$ cat src/rtl/exec_unit.sv
// rtl/exec_unit.sv - multi-cycle execution sequencer for the 8x8-bit register file
//
// Accepts one instruction over a valid/ready handshake, reads its operands
// through asel/bsel, computes the result, and writes it back through
// csel/cin/cload. ALU ops take one EXEC cycle; MUL is a shift-add loop over
// WIDTH cycles.
//
// Ports:
//   clk, rst          clock; synchronous active-high reset
//   instr_valid/ready instruction handshake (ready only in IDLE)
//   instr_op/rd/rs1/rs2/imm  instruction fields, latched on accept
//   asel, bsel        register-file read selects (latched rs1/rs2)
//   aout, bout        register-file read data (combinational)
//   csel, cin, cload  register-file write port (latched rd, result, WB strobe)
//   busy, done        not-IDLE; one-cycle WB pulse
//   flag_z, flag_c    registered status flags
module exec_unit #(
  parameter int WIDTH = 8,
  parameter int SELW  = 4,
  parameter int NREG  = 8
) (
  input  logic             clk,
  input  logic             rst,
  input  logic             instr_valid,
  output logic             instr_ready,
  input  logic [3:0]       instr_op,
  input  logic [SELW-1:0]  instr_rd,
  input  logic [SELW-1:0]  instr_rs1,
  input  logic [SELW-1:0]  instr_rs2,
  input  logic [WIDTH-1:0] instr_imm,
  output logic [SELW-1:0]  asel,
  output logic [SELW-1:0]  bsel,
  input  logic [WIDTH-1:0] aout,
  input  logic [WIDTH-1:0] bout,
  output logic [SELW-1:0]  csel,
  output logic [WIDTH-1:0] cin,
  output logic             cload,
  output logic             busy,
  output logic             done,
  output logic             flag_z,
  output logic             flag_c
);

  localparam int CNTW = (WIDTH > 1) ? $clog2(WIDTH) : 1;

  localparam logic [3:0] OP_ADD  = 4'd0;
  localparam logic [3:0] OP_SUB  = 4'd1;
  localparam logic [3:0] OP_AND  = 4'd2;
  localparam logic [3:0] OP_OR   = 4'd3;
  localparam logic [3:0] OP_XOR  = 4'd4;
  localparam logic [3:0] OP_SHL  = 4'd5;
  localparam logic [3:0] OP_SHR  = 4'd6;
  localparam logic [3:0] OP_MOVI = 4'd7;
  localparam logic [3:0] OP_ADDI = 4'd8;
  localparam logic [3:0] OP_MUL  = 4'd9;
  localparam logic [3:0] OP_CMP  = 4'd10;

  typedef enum logic [2:0] {S_IDLE, S_READ, S_EXEC, S_MUL, S_WB} state_t;

  state_t             state, state_nx;
  logic [3:0]         op_q;
  logic [SELW-1:0]    rd_q, rs1_q, rs2_q;
  logic [WIDTH-1:0]   imm_q, opa, opb, res_q;
  logic               res_c;
  logic [2*WIDTH-1:0] acc, acc_nx;
  logic [CNTW-1:0]    cnt;
  logic [WIDTH:0]     alu_full;
  logic               alu_c;
  logic               mul_last, upd_flags, writes;

  // Ops above CMP are NOPs and leave the flags alone; CMP and rd beyond the
  // implemented registers still update flags but never strobe cload.
  assign upd_flags = (op_q <= OP_CMP);
  assign writes    = (op_q < OP_CMP) && (rd_q < SELW'(NREG));
  assign mul_last  = (cnt == CNTW'(WIDTH - 1));

  assign instr_ready = (state == S_IDLE);
  assign busy        = (state != S_IDLE);
  assign done        = (state == S_WB);
  assign cload       = (state == S_WB) && writes;
  assign asel        = rs1_q;
  assign bsel        = rs2_q;
  assign csel        = rd_q;
  assign cin         = res_q;

  always_comb begin
    state_nx = state;
    case (state)
      S_IDLE:  if (instr_valid) state_nx = S_READ;
      S_READ:  state_nx = S_EXEC;
      S_EXEC:  state_nx = (op_q == OP_MUL) ? S_MUL : S_WB;
      S_MUL:   if (mul_last) state_nx = S_WB;
      S_WB:    state_nx = S_IDLE;
      default: state_nx = S_IDLE;
    endcase
  end

  // The extra top bit of alu_full is carry-out for adds and borrow for
  // subtracts (the zero-extended difference goes negative exactly when a<b).
  always_comb begin
    alu_full = '0;
    alu_c    = 1'b0;
    case (op_q)
      OP_ADD:         begin alu_full = {1'b0, opa} + {1'b0, opb};   alu_c = alu_full[WIDTH]; end
      OP_SUB, OP_CMP: begin alu_full = {1'b0, opa} - {1'b0, opb};   alu_c = alu_full[WIDTH]; end
      OP_AND:         alu_full = {1'b0, opa & opb};
      OP_OR:          alu_full = {1'b0, opa | opb};
      OP_XOR:         alu_full = {1'b0, opa ^ opb};
      OP_SHL:         begin alu_full = {1'b0, opa << 1}; alu_c = opa[WIDTH-1]; end
      OP_SHR:         begin alu_full = {1'b0, opa >> 1}; alu_c = opa[0]; end
      OP_MOVI:        alu_full = {1'b0, imm_q};
      OP_ADDI:        begin alu_full = {1'b0, opa} + {1'b0, imm_q}; alu_c = alu_full[WIDTH]; end
      default:        alu_full = '0;
    endcase
  end

  assign acc_nx = acc + (opb[cnt] ? ({{WIDTH{1'b0}}, opa} << cnt) : '0);

  always_ff @(posedge clk) begin
    if (rst) begin
      state  <= S_IDLE;
      op_q   <= '0;
      rd_q   <= '0;
      rs1_q  <= '0;
      rs2_q  <= '0;
      imm_q  <= '0;
      opa    <= '0;
      opb    <= '0;
      res_q  <= '0;
      res_c  <= 1'b0;
      acc    <= '0;
      cnt    <= '0;
      flag_z <= 1'b0;
      flag_c <= 1'b0;
    end else begin
      state <= state_nx;
      case (state)
        S_IDLE: if (instr_valid) begin
          op_q  <= instr_op;
          rd_q  <= instr_rd;
          rs1_q <= instr_rs1;
          rs2_q <= instr_rs2;
          imm_q <= instr_imm;
        end
        S_READ: begin
          opa <= aout;
          opb <= bout;
        end
        S_EXEC: begin
          if (op_q == OP_MUL) begin
            acc <= '0;
            cnt <= '0;
          end else begin
            res_q <= alu_full[WIDTH-1:0];
            res_c <= alu_c;
          end
        end
        S_MUL: begin
          acc <= acc_nx;
          cnt <= cnt + 1'b1;
          // The final partial product is folded in directly so WB sees it.
          if (mul_last) begin
            res_q <= acc_nx[WIDTH-1:0];
            res_c <= |acc_nx[2*WIDTH-1:WIDTH];
          end
        end
        S_WB: if (upd_flags) begin
          flag_z <= (res_q == '0);
          flag_c <= res_c;
        end
        default: ;
      endcase
    end
  end

endmodule

$ cat config.mk
export PLATFORM = sky130hd
export DESIGN_NAME = exec_unit
export DESIGN_NICKNAME = d
export VERILOG_FILES = /design/src/rtl/exec_unit.sv
export SDC_FILE = /design/constraint.sdc
export NUM_CORES = 1
export LEC_CHECK = 0
export CAP_MARGIN = 5
export CORE_MARGIN = 5
export CORE_UTILIZATION = 55
export DETAILED_ROUTE_END_ITERATION = 10
export PLACE_DENSITY_LB_ADDON = 0.25
export REMOVE_ABC_BUFFERS = 1
export SYNTH_ARGS = -nofsm -noshare
export SYNTH_HDL_FRONTEND = slang
export SYNTH_SLANG_ARGS = --single-unit
$ cat constraint.sdc
create_clock -name clk -period 9.57 [get_ports clk]
set_clock_uncertainty 0.2 [all_clocks]
set_input_delay 0.957 -clock clk [delete_from_list [all_inputs] [get_ports clk]]
set_output_delay 0.957 -clock clk [all_outputs]
set_load 0.005 [all_outputs]
==> results.cfg <==
[run_status]
status = finished clean

[worst_setup_path]
cp-start-kind = flip-flop
cp.required_ns = 9.62
critPathMaxFanout = 22
path_buf_inv = 0
worstPathCellList = mux4_2 -> nand2_1 -> nor4_1 -> ha_1 -> fa_1 -> a21oi_1 -> o211ai_2 -> o21ai_0 -> xor2_1 -> o221ai_1 -> nor4b_1 -> a21oi_1
crit_top_cell = a21oi_1
cpLargestDelayFamily = compound AO/OA/AOI/OAI gates
cpMaxStageDelayCell = dfxtp_1
crit_type = flip-flop to flip-flop
max_stage_delay_ns = 0.85
endpoint_kind = flip-flop
arrival_ns = 4.20

[clock_network]
cts_tree = built
numCtsBuffers = 9
cts_buffer_depth = 2
cts_root_buf = clkbuf_8
cts.clk_slew.worst_paths_ns = 0.09
cts_resized = 0
post_cts.repair.setup_buffers = 0
clock_sinks = 73
h-tree-depth = 3
clk_latency_ns = 0.36
postCtsHoldBufs = 0

[power_and_ir_drop]
powerDensity_mw_per_mm2 = 114
clkPwrFrac_pct = 30.1
power_leakage_nw = 2.54
power_frac_seq_pct = 45.4
pwr-share-comb_pct = 24.5
power.share.switching_pct = 33.3
p_int_uw = 497
power_switching_uw = 248
power_uw = 745
vdd_drop_max_mv = 0.114

[yosys]
synth.top_cell.area_share_pct = 25.4
yosysUniqueCellTypes = 83
synth_flop_cell = dfxtp_1
yosysWarnings = 0
synth_top_cell_by_area = dfxtp_1
seq_area_frac_synth_pct = 25.4
synth_edf_count = 0
synth_area_per_cell_um2 = 7.58
synth-seq-cells = 73
async_flop_share_pct = 0
synthesis.area_mm2 = 0.00574
synthTopCellsByArea = dfxtp_1 (25%), ha_1 (11%), nand2_1 (8.7%)
synthCells = 758

[placed_design]
dpl_cell_area_mm2 = 0.00637
port_buffers = 68
place_congestion = 0.991
dpl.hpwl_mm = 12.0

[final_layout]
area_growth_pct = 13.9
final_cell_area_mm2 = 0.00655
final_nets = 893
drive_above_1_share_pct = 5.74
antennaDiodeCount = 0
fin_util_pct = 63.7

[routing]
dr.pass1.iters = 5
ant_nets = 0
wirelength_mm = 16.0
drc = 0
wl_per_cell_um = 17.1
dr_total_vias = 5698
drt_iter0_markers = 501
via_per_inst = 6.07

[floorplan]
placementRows = 37
coreArea_mm2 = 0.0103
io_pins = 69
die_w_um = 112
die_h_um = 112
dieArea_mm2 = 0.0126
start_util_pct = 55.9

[sta]
post-route-min-period_ns = 4.15
setup_tns_ns = 0
rsz0062_at_grt = no
slew_headroom_pct = 26.3
fmax_mhz = 241
period_share_pct = 43.4
setup-violations-final = 0
tightest_slew_ns = 1.10
whs_ns = 0.261
finalMaxSlewViolations = 0
finalHoldViolations = 0

[worst_hold_path]
min_path_type = flip-flop to flip-flop

[global_routing]
grt_pass1_wl_mm = 25.8
grt_start_max_net_pins = 74
antenna_found_initial = 0
grt_pass1_vias = 5273
grt.total_usage_pct = 24.8
grt-ovfl-total = 0

[job]
maxCapViolCount = 0
[cells in the final DEF (no fill, tap or decap), types with 5 or more instances in the layout]
cell,n
clkbuf_8,9
a22oi_1,14
a211oi_1,6
o22ai_1,8
nor3_1,16
buf_4,5
o221ai_1,5
a21o_1,8
a31oi_1,6
o21ai_1,6
xnor2_1,6
inv_1,33
mux2i_1,14
nor2_1,76
dfxtp_1,73
o21ai_0,25
a21oi_1,95
ha_1,49
nor2b_1,13
clkdlybuf4s50_1,67
nand2_1,133
and3_1,5
xor2_1,9
a311oi_1,6
o211ai_1,5
nand3_1,12
[registers in the layout, indices dropped and copies added (netlist names), 8 cells and up]
name / flops
acc: 16
cin: 8
imm_q: 8
opa: 8
opb: 8
[through the flow]
stage | std cells | worst slack [ns]
after CTS | 938 | 5.47
final | 938 | 5.42
after global routing | 938 | 5.11
after global placement | 922 | 5.58
after floorplan | 713 | 5.90
after detailed placement | 922 | 5.49
[worst paths after layout]
| path | to | slack (ns) | cells after the start | start |
|---|---|---|---|---|
| worst min register to register | csel[1]$_SDFFE_PP0P_ | 0.26 | 2 | csel[1]$_SDFFE_PP0P_ |
| worst max register to register | res_c$_SDFFE_PP0P_ | 5.42 | 12 | cnt[0]$_SDFFE_PP0P_ |
| worst max-delay path | res_c$_SDFFE_PP0P_ | 5.42 | 12 | cnt[0]$_SDFFE_PP0P_ |
| worst min-delay path | csel[1]$_SDFFE_PP0P_ | 0.26 | 2 | csel[1]$_SDFFE_PP0P_ |
[synth_stat cells (all sizes together) (5+ instances only)]
cell    count
o211ai      6
ha         49
a21o        9
a311oi      6
a31oi       7
and3        6
clkbuf     21
o221ai      5
a211oi      7
nor2b      13
o22ai       8
a22oi      14
nand2     134
buf        24
xnor2       6
mux2i      14
dfxtp      73
nor2       77
nand3      12
inv        33
a21oi      96
xor2        9
nor3       16
o21ai      32
[power by group through the flow]
stage	Sequential, mW	Clock (mW)	Combinational (mW)
finish	0.338	0.224	0.182
global route	0.340	0.241	0.200
CTS	0.337	0.229	0.180
detailed placement	0.344	0	0.179
global placement	0.343	0	0.175
floorplan	0.343	0	0.106
[worst register-to-register path: cells and delay by family, from the launching register on]
kind / cells / cell delay, ns
XOR/XNOR: 1 / 0.22
adder cells (fa/ha/maj): 2 / 0.69
AO/OA/AOI/OAI: 5 / 0.96
AND/OR/NAND/NOR: 3 / 0.53
multiplexers: 1 / 0.60
flip-flops: 1 / 0.85
[cells by family after synthesis]
group / share of synthesized area [%]
DFF: 25.4
muxes: 3.81
buffers and inverters: 6.71
adders and majority gates: 12.1
AOI/OAI and AO/OA: 26.7
xor gates and xnor gates: 2.29
and+or+nand+nor: 23.0
[final cells by class]
cell class | count | area (um2)
Multi-Input combinational cell | 607 | 3900
Fill cell | 932 | 3730
Sequential cell | 73 | 1460
Clock buffer | 9 | 124
Inverter | 33 | 124
Tap cell | 136 | 170
Clock inverter | 7 | 55.1
Timing Repair Buffer | 73 | 713
[layer usage]
| layer | part of all wire, % | GRT usage, % | routed length (um) |
|---|---|---|---|
| met5 | 0 | 0 | 0 |
| met4 | 2.8 | 8.25 | 449 |
| met3 | 9.3 | 6.42 | 1500 |
| met2 | 44 | 39.6 | 7120 |
| met1 | 43 | 32.6 | 6980 |
Power figures use the tool's default switching activity.
